--- src/rtl/loop_sequencer_pkg.sv ---
// Shared BeeF core definitions: op codes, PC source select, and the states and
// fault codes of the loop sequencer.
package loop_sequencer_pkg;

  typedef enum logic [2:0] {
    OP_INC, OP_DEC, OP_RIGHT, OP_LEFT, OP_OUT, OP_IN, OP_CBF, OP_CBB
  } op_code_t;

  typedef enum logic {
    PC_INCREMENTED, PC_LOOP_TARGET
  } pc_src_t;

  typedef enum logic [1:0] {
    SEQ_RUN, SEQ_SKIP, SEQ_FAULT
  } seq_state_t;

  typedef enum logic [1:0] {
    FLT_NONE, FLT_OVERFLOW, FLT_UNDERFLOW, FLT_NEST
  } fault_t;

endpackage

--- src/rtl/loop_stack.sv ---
// LIFO of loop start addresses. The top entry lives in its own register so the
// loop target is available with no memory read latency.
module loop_stack #(
  parameter int ADDR_W = 16,
  parameter int DEPTH  = 16
) (
  input  logic                       i_clock,
  input  logic                       i_reset_n,
  input  logic                       i_push,
  input  logic                       i_pop,
  input  logic [ADDR_W-1:0]          i_push_data,
  output logic [ADDR_W-1:0]          o_top,
  output logic                       o_full,
  output logic                       o_empty,
  output logic [$clog2(DEPTH+1)-1:0] o_count
);
  localparam int CW = $clog2(DEPTH+1);
  localparam int IW = $clog2(DEPTH);

  logic [ADDR_W-1:0] r_mem [DEPTH];
  logic [ADDR_W-1:0] r_top;
  logic [CW-1:0]     r_count;
  logic              w_full, w_empty, w_do_push, w_do_pop;
  logic [IW-1:0]     w_wr_idx, w_rd_idx;

  assign w_full    = (r_count == CW'(DEPTH));
  assign w_empty   = (r_count == '0);
  assign w_do_push = i_push && !w_full;
  assign w_do_pop  = i_pop && !i_push && !w_empty;
  // Entries below the top occupy r_mem[0 .. count-2].
  assign w_wr_idx  = IW'(r_count - CW'(1));
  assign w_rd_idx  = IW'(r_count - CW'(2));

  always_ff @(posedge i_clock) begin
    if (w_do_push && !w_empty) r_mem[w_wr_idx] <= r_top;
  end

  always_ff @(posedge i_clock or negedge i_reset_n) begin
    if (!i_reset_n) begin
      r_top   <= '0;
      r_count <= '0;
    end else if (w_do_push) begin
      r_top   <= i_push_data;
      r_count <= r_count + CW'(1);
    end else if (w_do_pop) begin
      r_top   <= r_mem[w_rd_idx];
      r_count <= r_count - CW'(1);
    end
  end

  assign o_top   = r_top;
  assign o_full  = w_full;
  assign o_empty = w_empty;
  assign o_count = r_count;
endmodule

--- src/rtl/loop_sequencer.sv ---
// Branch/loop sequencer: zero-latency PC source and squash decisions for CBF/CBB
// using a hardware loop stack and a nested forward-skip counter.
module loop_sequencer
  import loop_sequencer_pkg::*;
#(
  parameter int ADDR_W = 16,
  parameter int DEPTH  = 16,
  parameter int NEST_W = 8
) (
  input  logic                       clock,
  input  logic                       reset_n,
  input  logic                       instr_valid,
  input  op_code_t                   instr,
  input  logic [ADDR_W-1:0]          pc,
  input  logic                       acc_zero,
  output logic                       squash,
  output logic                       pc_write,
  output pc_src_t                    pc_src,
  output logic [ADDR_W-1:0]          pc_target,
  output seq_state_t                 seq_state,
  output logic [$clog2(DEPTH+1)-1:0] loop_depth,
  output fault_t                     fault_code
);
  seq_state_t        r_state, w_state_nx;
  fault_t            r_fault, w_fault_nx;
  logic [NEST_W-1:0] r_nest, w_nest_nx;
  logic              w_push, w_pop, w_full, w_empty;
  logic [ADDR_W-1:0] w_top;

  loop_stack #(.ADDR_W(ADDR_W), .DEPTH(DEPTH)) u_stack (
    .i_clock     (clock),
    .i_reset_n   (reset_n),
    .i_push      (w_push),
    .i_pop       (w_pop),
    .i_push_data (pc),
    .o_top       (w_top),
    .o_full      (w_full),
    .o_empty     (w_empty),
    .o_count     (loop_depth)
  );

  always_comb begin
    w_state_nx = r_state;
    w_fault_nx = r_fault;
    w_nest_nx  = r_nest;
    w_push     = 1'b0;
    w_pop      = 1'b0;
    squash     = 1'b1;
    pc_write   = 1'b0;
    pc_src     = PC_INCREMENTED;
    pc_target  = '0;
    if (!reset_n) begin
      squash = 1'b0;
    end else if (instr_valid) begin
      case (r_state)
        SEQ_RUN: begin
          case (instr)
            OP_CBF: begin
              if (acc_zero) begin
                pc_write   = 1'b1;
                w_state_nx = SEQ_SKIP;
                w_nest_nx  = NEST_W'(1);
              end else if (w_full) begin
                w_state_nx = SEQ_FAULT;
                w_fault_nx = FLT_OVERFLOW;
              end else begin
                pc_write = 1'b1;
                w_push   = 1'b1;
              end
            end
            OP_CBB: begin
              if (w_empty) begin
                w_state_nx = SEQ_FAULT;
                w_fault_nx = FLT_UNDERFLOW;
              end else if (acc_zero) begin
                pc_write = 1'b1;
                w_pop    = 1'b1;
              end else begin
                pc_write  = 1'b1;
                pc_src    = PC_LOOP_TARGET;
                pc_target = w_top + ADDR_W'(1);
              end
            end
            default: begin
              squash   = 1'b0;
              pc_write = 1'b1;
            end
          endcase
        end
        SEQ_SKIP: begin
          // Skipped code only tracks bracket nesting; the stack is never touched.
          pc_write = 1'b1;
          if (instr == OP_CBF) begin
            if (r_nest == {NEST_W{1'b1}}) begin
              pc_write   = 1'b0;
              w_state_nx = SEQ_FAULT;
              w_fault_nx = FLT_NEST;
            end else begin
              w_nest_nx = r_nest + NEST_W'(1);
            end
          end else if (instr == OP_CBB) begin
            w_nest_nx = r_nest - NEST_W'(1);
            if (r_nest == NEST_W'(1)) w_state_nx = SEQ_RUN;
          end
        end
        default: ;
      endcase
    end
  end

  always_ff @(posedge clock or negedge reset_n) begin
    if (!reset_n) begin
      r_state <= SEQ_RUN;
      r_fault <= FLT_NONE;
      r_nest  <= '0;
    end else begin
      r_state <= w_state_nx;
      r_fault <= w_fault_nx;
      r_nest  <= w_nest_nx;
    end
  end

  assign seq_state  = r_state;
  assign fault_code = r_fault;
endmodule

--- config.mk ---
export PLATFORM = sky130hd
export DESIGN_NAME = loop_sequencer
export DESIGN_NICKNAME = d
export VERILOG_FILES = /design/src/rtl/loop_sequencer_pkg.sv /design/src/rtl/loop_stack.sv /design/src/rtl/loop_sequencer.sv
export SDC_FILE = /design/constraint.sdc
export NUM_CORES = 1
export LEC_CHECK = 0
export CELL_PAD_IN_SITES_DETAIL_PLACEMENT = 1
export CELL_PAD_IN_SITES_GLOBAL_PLACEMENT = 1
export CORE_ASPECT_RATIO = 2
export CORE_MARGIN = 1.5
export CORE_UTILIZATION = 45
export DETAILED_ROUTE_END_ITERATION = 8
export PLACE_DENSITY = 0.82
export SLEW_MARGIN = 20
export SYNTH_ARGS = -nofsm -noshare
export SYNTH_HDL_FRONTEND = slang
export SYNTH_SLANG_ARGS = --single-unit
--- constraint.sdc ---
create_clock -name clock -period 4 [get_ports clock]
set_clock_uncertainty 0.15 [all_clocks]
set_input_delay 0.8 -clock clock [delete_from_list [all_inputs] [get_ports clock]]
set_output_delay 0.8 -clock clock [all_outputs]
set_load 0.005 [all_outputs]
==> results of run 1 <==
-- per-stage QoR --
stage,power (mW),utilization [%],worst slack (ns)
3_3_place_gp,4.119,50.14,0.1242
2_1_floorplan,3.889,-,0.4419
6_report,6.542,53.49,0.08677
4_1_cts,6.586,53.33,0.02364
5_1_grt,6.734,53.49,-0.009634
3_5_place_dp,4.157,50.14,0.009619
-- kinds of logic after synthesis --
group | count (synthesis) | share of synthesized area (%)
AOI/OAI and AO/OA | 104 | 6.398
xor gates and xnor gates | 23 | 1.686
adders and majority gates | 13 | 1.361
buffers and inverters | 39 | 1.581
DFF | 289 | 71.25
muxes | 66 | 12.34
and+or+nand+nor | 126 | 5.393
-- worst reg2reg max path, cell delays in order, from the launching register on --
cell     delay, ns
dfrtp_4       0.41
buf_4         0.59
buf_6         0.49
mux4_2        0.60
a22oi_1       0.29
a21oi_1       0.12
a221o_1       0.31
-- metal layers --
metal / vias up / part of all wire [%] / track usage, %
li1: 2883 / - / -
met1: 3611 / 36 / 27.90
met2: 287 / 54 / 43.82
met3: 90 / 5.0 / 3.589
met4: 0 / 4.6 / 11.59
met5: - / 0 / 0
-- cells in the mapped netlist, drive strengths merged, types with 5 or more instances --
cell type | number | area [um2]
nor2 | 43 | 163.9
nor3 | 6 | 30.03
xor2 | 14 | 122.6
nand2 | 24 | 92.59
a221o | 16 | 160.2
a21oi | 23 | 115.1
nand3 | 10 | 50.05
xnor2 | 9 | 78.83
buf | 18 | 110.1
dfrtp | 33 | 825.8
nand4 | 8 | 50.05
o21ai | 11 | 55.05
mux4 | 65 | 1464
a22oi | 30 | 225.2
or3 | 5 | 31.28
edfxtp | 256 | 7687
clkbuf | 11 | 41.29
ha | 13 | 162.7
inv | 10 | 37.54
-- state kept, by name (all words and copies together), names as in the netlist --
signal	count
fault_code	2
r_nest	8
seq_state	2
u_stack.o_count	5
u_stack.o_top	16
u_stack.r_mem	256
-- power by group --
| part | total [mW] | switching [mW] | internal, mW |
|---|---|---|---|
| clock | 2.45 | 1.09 | 1.35 |
| sequential | 3.42 | 0.0900 | 3.33 |
| combinational | 0.680 | 0.371 | 0.308 |
-- layout make-up --
class	count	area, um2
multi-input cells	332	3322
inverters	10	37.54
clock buffers	33	685.7
flip-flops and latches	289	8519
repair buffers	98	867.1
fillers	2383	12170
well taps	344	430.4
clock inverters	13	136.4
-- path summary, 6_finish.rpt --
path	start	to	slack (ns)	depth (start not counted)
max in group asynchronous	reset_n	u_stack.o_top[10]	3.01	2
min in group clock	fault_code[0]	fault_code[0]	0.36	1
worst min-delay path	reset_n	u_stack.o_top[14]	0.24	2
worst max register to register	u_stack.o_count[0]	u_stack.o_top[15]	0.93	6
worst min register to register	fault_code[0]	fault_code[0]	0.36	1
worst max-delay path	u_stack.o_count[0]	pc_target[14]	0.09	8
-- what timing repair did --
action                                  in CTS  in global routing
endpoints found under the setup margin      11                 12
setup buffers                                0                  1
pin swaps                                    1                  1
gates resized for setup                      2                  9
==> reports/qor.csv, run 1 <==
stage,metric,value,unit
setup_path,Crit. End Element,output port,
synth,"Seq/Total Area, Yosys",71.25,%
timing,total negative slack,0,ns
cells_and_area,design area,14000,um2
timing,Fin. Hold Viols,0,
timing,Fmax achieved,255.5,MHz
clocking,Sink Count,289,
timing,Final min period,3.913,ns
floorplanning,floorplan row count,84,
clocking,H-Tree Level Count,1,
global_routing,vias in the first global route,7612,
setup_path,Worst EP required,3.05,ns
cells_and_area,most frequent cells in the layout,"256 x edfxtp_1, 65 x mux4_2, 47 x buf_4, 46 x clkdlybuf4s50_1",
setup_path,CP max FO,11,
routing,routed vias/inst,6.140,
synth,warnings from Yosys,0,
floorplanning,DIE AREA,27600,um2
routing,DRC Markers,0,
placement,DP Cell Count,1072,
timing,Max-slew headroom,30.27,%
placement,Final HPWL DP,20.38,mm
synth,Synth cell types,57,
cells_and_area,diodes inserted,0,
synth,Synth Net Count,696,
routing,Detail Route Antenna Nets,0,
floorplanning,Die Wd,118.2,um
status,status,finished clean,
setup_path,CP Class,flip-flop to output port,
routing,DR iter-0 viols,547,
clocking,CTS Buf Count,25,
clocking,Clock Latency Late Sink,0.54,ns
timing,final setup vio count,0,
setup_path,arrival time worst endpoint,2.96,ns
timing,final-report max-slew violation count,0,
synth,Post-Syn Area,11950,um2
routing,total wire length,32.38,mm
setup_path,WP buf/inv,3,
floorplanning,core region area,26170,um2
placement,GPL Wtd Cong,0.8675,
cells_and_area,final net count,792,
timing,crit share post-route,97.83,%
timing,Worst Hold Slack,0.2403,ns
setup_path,crit-path cells,"inv_1, ha_1, nor4b_2, nor4_4, or2b_4, buf_4, nor2_1, clkdlybuf4s50_1",
clocking,CTS tree,done,
routing,DR pass1 iterations,5,
global_routing,pin count of the biggest net entering global routing,71,
floorplanning,Initial Util,45.66,%
cells_and_area,"most common cell after layout, fill and taps aside",edfxtp_1,
cells_and_area,number of standard cells in the final layout excluding fillers,1119,
global_routing,Congestion Overflow GR,0,
cells_and_area,fraction of layout cells with a size suffix above 1,24.00,%
synth,post-synthesis async set-or-reset flop share,11.42,%
synth,Post-Syn Instances,660,
min_path,hold crit path type,primary input to async pin,
clocking,Post-CTS Hold Buffers,0,
setup_path,CP max stage cell,clkdlybuf4s50_1,
job,max-cap check violation count,0,
pwr,Pwr Density,467.3,nW/um2
clocking,Worst-path clk slew,0.07,ns
clocking,root buffer cell,clkbuf_16,
pwr,maximum vdd drop,0.0005890,V
floorplanning,Die Y,233.5,um
placement,PortBufs,50,
synth,post-synthesis register bit count,289,
setup_path,"CP delay by family, top",simple AND/OR/NAND/NOR gates,
routing,drt wl/cell,28.93,um
floorplanning,I/O Pins,51,
routing,Vias,6871,
global_routing,first-pass GRT wire length,48.72,mm
cells_and_area,area grow syn2layout,17.15,%
pwr,Static Leak,4.572,nW
synth,Syn Area/Cell,18.10,um2
placement,DP Area,13120,um2
global_routing,Total GRT Usage,24.16,%
synth,Post-synth EDFFs,256,
clocking,clock buffer depth,3,
setup_path,Critical Path Max Stage Delay,0.52,ns
synth,most common flop cell mapped by yosys,edfxtp_1,
global_routing,initial antenna violation count,0,
setup_path,element type at the critical path start,flip-flop,
timing,Worst-Margin Slew,1.046,ns
Power figures use the tool's default switching activity.
==> run 2, diff against run 1 <==
CORE_ASPECT_RATIO = 1.5   (was 2)
==> reports/qor.csv, run 2 (synthesis gave the netlist of run 1 again) <==
stage,metric,value,unit
status,status,finished clean,
placement,Final HPWL DP,20.28,mm
cells_and_area,Fillers,2385,
timing,Fmax achieved,258.2,MHz
timing,Max-slew headroom,21.21,%
clocking,Post-CTS Setup Repair Bufs,0,
cells_and_area,diodes inserted,0,
floorplanning,floorplan row count,72,
min_path,hold crit path type,primary input to async pin,
timing,Worst-Margin Slew,1.181,ns
timing,Final min period,3.873,ns
floorplanning,I/O Pins,51,
timing,crit share post-route,96.82,%
cells_and_area,"most common cell after layout, fill and taps aside",edfxtp_1,
cells_and_area,fraction of layout cells with a size suffix above 1,21.90,%
pwr,Pwr Total,6.854,mW
setup_path,r2r setup slk,0.70,ns
clocking,CTS tree,done,
pwr,Clk network pwr share,40.3,%
cells_and_area,final net count,795,
timing,Fin. Hold Viols,0,
pwr,sequential power share,49.7,%
routing,routed vias/inst,6.128,
floorplanning,core region area,25940,um2
pwr,Static Leak,4.589,nW
floorplanning,DIE AREA,27560,um2
global_routing,first-pass GRT wire length,48.96,mm
clocking,Worst-path clk slew,0.07,ns
placement,GPL Wtd Cong,0.8659,
pwr,maximum vdd drop,0.0003136,V
timing,RSZ-0062 raised after global routing,false,
timing,final-report max-slew violation count,0,
routing,drt wl/cell,29.18,um
timing,final setup vio count,0,
floorplanning,Initial Util,46.06,%
routing,DRC Markers,0,
clocking,Sink Count,289,
placement,DP Cell Count,1062,
clocking,root buffer cell,clkbuf_16,
setup_path,CP Class,primary input to output port,
setup_path,FF-to-FF End,u_stack.o_top[1],
timing,Worst Hold Slack,0.2222,ns
clocking,clock buffer depth,3,
setup_path,Reg-to-Reg Start,u_stack.o_count[0],
placement,post-place setup slack,-0.04944,ns
setup_path,element type at the critical path start,primary input,
cells_and_area,number of standard cells in the final layout excluding fillers,1114,
clocking,Clock Latency Late Sink,0.55,ns
cells_and_area,max FFs per register,256,
global_routing,pin count of the biggest net entering global routing,72,
routing,Detail Route Antenna Nets,0,
clocking,Post-CTS Hold Buffers,0,
clocking,H-Tree Level Count,1,
setup_path,Worst EP required,3.05,ns
setup_path,CP max FO,16,
pwr,Pwr Density,487.6,nW/um2
pwr,Switching Fraction,22.99,%
cells_and_area,most frequent cells in the layout,"256 x edfxtp_1, 65 x mux4_2, 49 x clkdlybuf4s50_1, 48 x buf_4, 42 x nor2_1",
global_routing,vias in the first global route,7665,
floorplanning,Die Wd,136.1,um
pwr,combinational share of power,9.9,%
global_routing,Total GRT Usage,24.61,%
setup_path,arrival time worst endpoint,2.92,ns
global_routing,Congestion Overflow GR,0,
routing,total wire length,32.50,mm
routing,Vias,6827,
setup_path,worst-case reg-to-reg path depth,6,
pwr,Internal Power,5.278,mW
setup_path,Crit. End Element,output port,
cells_and_area,Biggest register,u_stack.r_mem,
job,max-cap check violation count,0,
routing,DR pass1 iterations,5,
routing,DR iter-0 viols,603,
global_routing,initial antenna violation count,0,
clocking,CTS Buf Count,28,
placement,PortBufs,50,
timing,fin worst setup slack,0.1271,ns
floorplanning,Die Y,202.6,um
cells_and_area,area grow syn2layout,17.63,%
setup_path,critical path launch point,instr[2],
pwr,switching power,1.575,mW
==> run 2: changes by cell type in the layout (fill, tap and decap cells not counted), sizes merged <==
cell | before | now
clkdlybuf4s50 | 46 | 49
inv | 12 | 10
clkbuf | 33 | 38
bufinv | 2 | 4
clkinv | 9 | 10
dlymetal6s2s | 3 | 0
==> run 2: what timing repair did <==
action / 4_1_cts / 5_1_grt
gates resized for setup: 2 / 2
pin swaps: 1 / 0
endpoints found under the setup margin: 17 / 4
==> run 2: worst max path at each step <==
stage,end,slack (ns),depth (start not counted)
2_1_floorplan,pc_target[10],0.44,10
3_3_place_gp,pc_target[1],0.02,7
3_5_place_dp,pc_target[1],-0.05,7
4_1_cts,pc_target[1],0.04,8
5_1_grt,pc_target[1],0.02,7
6_report,pc_target[1],0.13,7
==> run 2: metal layers <==
layer,vias up,GRT usage [%],share of wire [%]
li1,2886,-,-
met1,3609,28.68,36
met2,263,44.82,55
met3,69,3.346,5.0
met4,0,10.52,3.4
met5,-,0,0
==> run 2: layout make-up <==
class | instances | area, um2 | share of cell area (%)
repair buffers | 98 | 855.8 | 6.089
multi-input cells | 332 | 3263 | 23.22
clock buffers | 38 | 789.5 | 5.617
inverters | 10 | 37.54 | 0.2670
clock inverters | 14 | 175.2 | 1.246
flip-flops and latches | 289 | 8518 | 60.60
well taps | 333 | 416.7 | 2.964
==> run 2: power groups by stage <==
stage	Sequential, mW	Combinational [mW]	Clock [mW]
after global routing	3.42	0.739	2.90
final	3.41	0.682	2.76
after detailed placement	3.47	0.684	0
after global placement	3.46	0.660	0
after CTS	3.41	0.689	2.80
after floorplan	3.47	0.424	0
==> run 2: per-stage QoR <==
step | utilization (%) | TNS (ns) | instance area, um2
2_1_floorplan | - | 0 | 11950
3_3_place_gp | 50.40 | 0 | 13080
3_5_place_dp | 50.40 | -0.05454 | 13080
4_1_cts | 54.13 | 0 | 14040
5_1_grt | 54.18 | 0 | 14060
6_report | 54.18 | 0 | 14060
==> run 2: critical path: stages <==
cell and delay (ns):
clkdlybuf4s50_1 0.50, nand3_1 0.12, nor4_2 0.35, or2b_4 0.40
inv_1 0.10, and2_1 0.14, clkdlybuf4s50_1 0.50
==> run 3, diff against run 2 <==
CORE_UTILIZATION = 52   (was 45)
PLACE_DENSITY = 0.91   (was 0.82)
==> reports/qor.csv, run 3 (synthesis gave the netlist of run 1 again) <==
stage,metric,value,unit
setup_path,arrival time worst endpoint,2.97,ns
routing,Detail Route Antenna Nets,0,
status,status,finished clean,
routing,DR iter-0 viols,640,
cells_and_area,final net count,791,
floorplanning,I/O Pins,51,
floorplanning,floorplan row count,67,
cells_and_area,diodes inserted,0,
setup_path,Reg-to-Reg Start,u_stack.o_count[0],
timing,total negative slack,0,ns
setup_path,CP max FO,16,
timing,Fin. Hold Viols,0,
floorplanning,Initial Util,53.19,%
cells_and_area,fraction of layout cells with a size suffix above 1,21.94,%
setup_path,Worst EP required,3.05,ns
setup_path,CP Class,primary input to output port,
routing,DR pass1 iterations,5,
timing,final-report max-slew violation count,0,
clocking,Post-CTS Hold Buffers,0,
global_routing,Congestion Overflow GR,0,
clocking,clock buffer depth,3,
pwr,maximum vdd drop,0.0004123,V
min_path,hold crit path type,primary input to async pin,
placement,post-place setup slack,-0.2026,ns
pwr,Pwr Density,491.5,nW/um2
placement,PortBufs,50,
global_routing,first-pass GRT wire length,49.02,mm
routing,routed vias/inst,6.638,
timing,final setup vio count,0,
floorplanning,DIE AREA,23920,um2
clocking,H-Tree Level Count,1,
timing,Final min period,3.922,ns
global_routing,vias in the first global route,7708,
timing,crit share post-route,98.05,%
clocking,CTS tree,done,
cells_and_area,"most common cell after layout, fill and taps aside",edfxtp_1,
cells_and_area,max FFs per register,256,
floorplanning,core region area,22470,um2
global_routing,Total GRT Usage,28.29,%
pwr,Static Leak,4.560,nW
timing,Max-slew headroom,31.43,%
timing,fin worst setup slack,0.07801,ns
routing,DRC Markers,0,
routing,Vias,6977,
placement,GPL Wtd Cong,0.8288,
global_routing,initial antenna violation count,0,
setup_path,element type at the critical path start,primary input,
job,max-cap check violation count,0,
cells_and_area,area grow syn2layout,16.80,%
cells_and_area,Biggest register,u_stack.r_mem,
clocking,Clock Latency Late Sink,0.56,ns
floorplanning,Die Wd,126.8,um
clocking,CTS Buf Count,27,
floorplanning,Die Y,188.7,um
clocking,Worst-path clk slew,0.07,ns
setup_path,r2r setup slk,0.73,ns
cells_and_area,most frequent cells in the layout,"256 x edfxtp_1, 65 x mux4_2, 49 x clkdlybuf4s50_1, 45 x buf_4, 40 x nor2_1",
setup_path,FF-to-FF End,u_stack.o_top[7],
placement,Final HPWL DP,20.49,mm
timing,RSZ-0062 raised after global routing,false,
setup_path,Crit. End Element,output port,
cells_and_area,Fillers,1983,
timing,Fmax achieved,255.0,MHz
timing,Worst-Margin Slew,1.029,ns
clocking,Sink Count,289,
setup_path,worst-case reg-to-reg path depth,6,
routing,total wire length,32.68,mm
global_routing,pin count of the biggest net entering global routing,72,
routing,drt wl/cell,31.09,um
clocking,root buffer cell,clkbuf_16,
-- run 3: cell types whose count changed in the layout (fill, tap and decap cells not counted), sizes merged --
cell,delta
clkinvlp,+1
clkbuf,-4
inv,+1
buf,-3
clkinv,-2
bufinv,+1
-- run 3: layer usage --
layer  wire length (um)  global-route usage (%)
met5                  0                       0
met1              11760                   33.17
met2              17390                   49.41
met4               2080                   18.14
met3               1452                   3.294
-- run 3: layout make-up --
cell class                      count  area [um2]  share of cell area [%]
Multi-Input combinational cell    332        3282                   23.52
Clock buffer                       34       732.0                   5.245
Inverter                           10       37.54                  0.2690
Clock inverter                     15       207.7                   1.488
Sequential cell                   289        8518                   61.04
Timing Repair Buffer               95       833.3                   5.971
Tap cell                          276       345.3                   2.474
-- run 3: where the power goes --
part / internal [mW] / switching (mW) / leakage (nW)
registers: 3.33 / 0.0858 / 2.74
clock network: 1.62 / 1.11 / 0.461
logic: 0.307 / 0.409 / 1.36
-- run 3: how the worst max path moves through the flow --
stage | startpoint | endpoint | slack [ns] | cells after the start
global placement | instr_valid | pc_target[1] | 0.03 | 7
global route | u_stack.o_count[1] | pc_target[1] | 0.003 | 8
detailed placement | instr_valid | pc_target[1] | -0.20 | 7
floorplan | u_stack.o_count[1] | pc_target[10] | 0.44 | 10
finish | instr[2] | pc_target[1] | 0.08 | 7
CTS | instr[2] | pc_target[1] | 0.02 | 7
-- run 3: worst max-delay path: stages --
cell	delay, ns
clkdlybuf4s50_1	0.51
nand3_2	0.13
nor4_4	0.35
or2b_4	0.40
inv_1	0.11
and2_1	0.16
clkdlybuf4s50_1	0.50
-- run 3: repair_timing --
item,4_1_cts,5_1_grt
setup endpoints to repair,17,1
pin swaps,1,0
cloned,0,0
resized for setup,5,1
buffers inserted,0,0
-- run 3: per-stage QoR --
stage	cell area [um2]	hold WS (ns)	total power [mW]	cells	utilization, %
after global placement	12980	0.3310	4.116	1002	57.78
after global routing	13960	0.2227	7.033	1051	62.12
after CTS	13950	0.1973	6.884	1051	62.10
after detailed placement	12990	0.3522	4.178	1002	57.80
final	13960	0.2008	6.859	1051	62.12
after floorplan	11950	0.3084	3.889	660	-
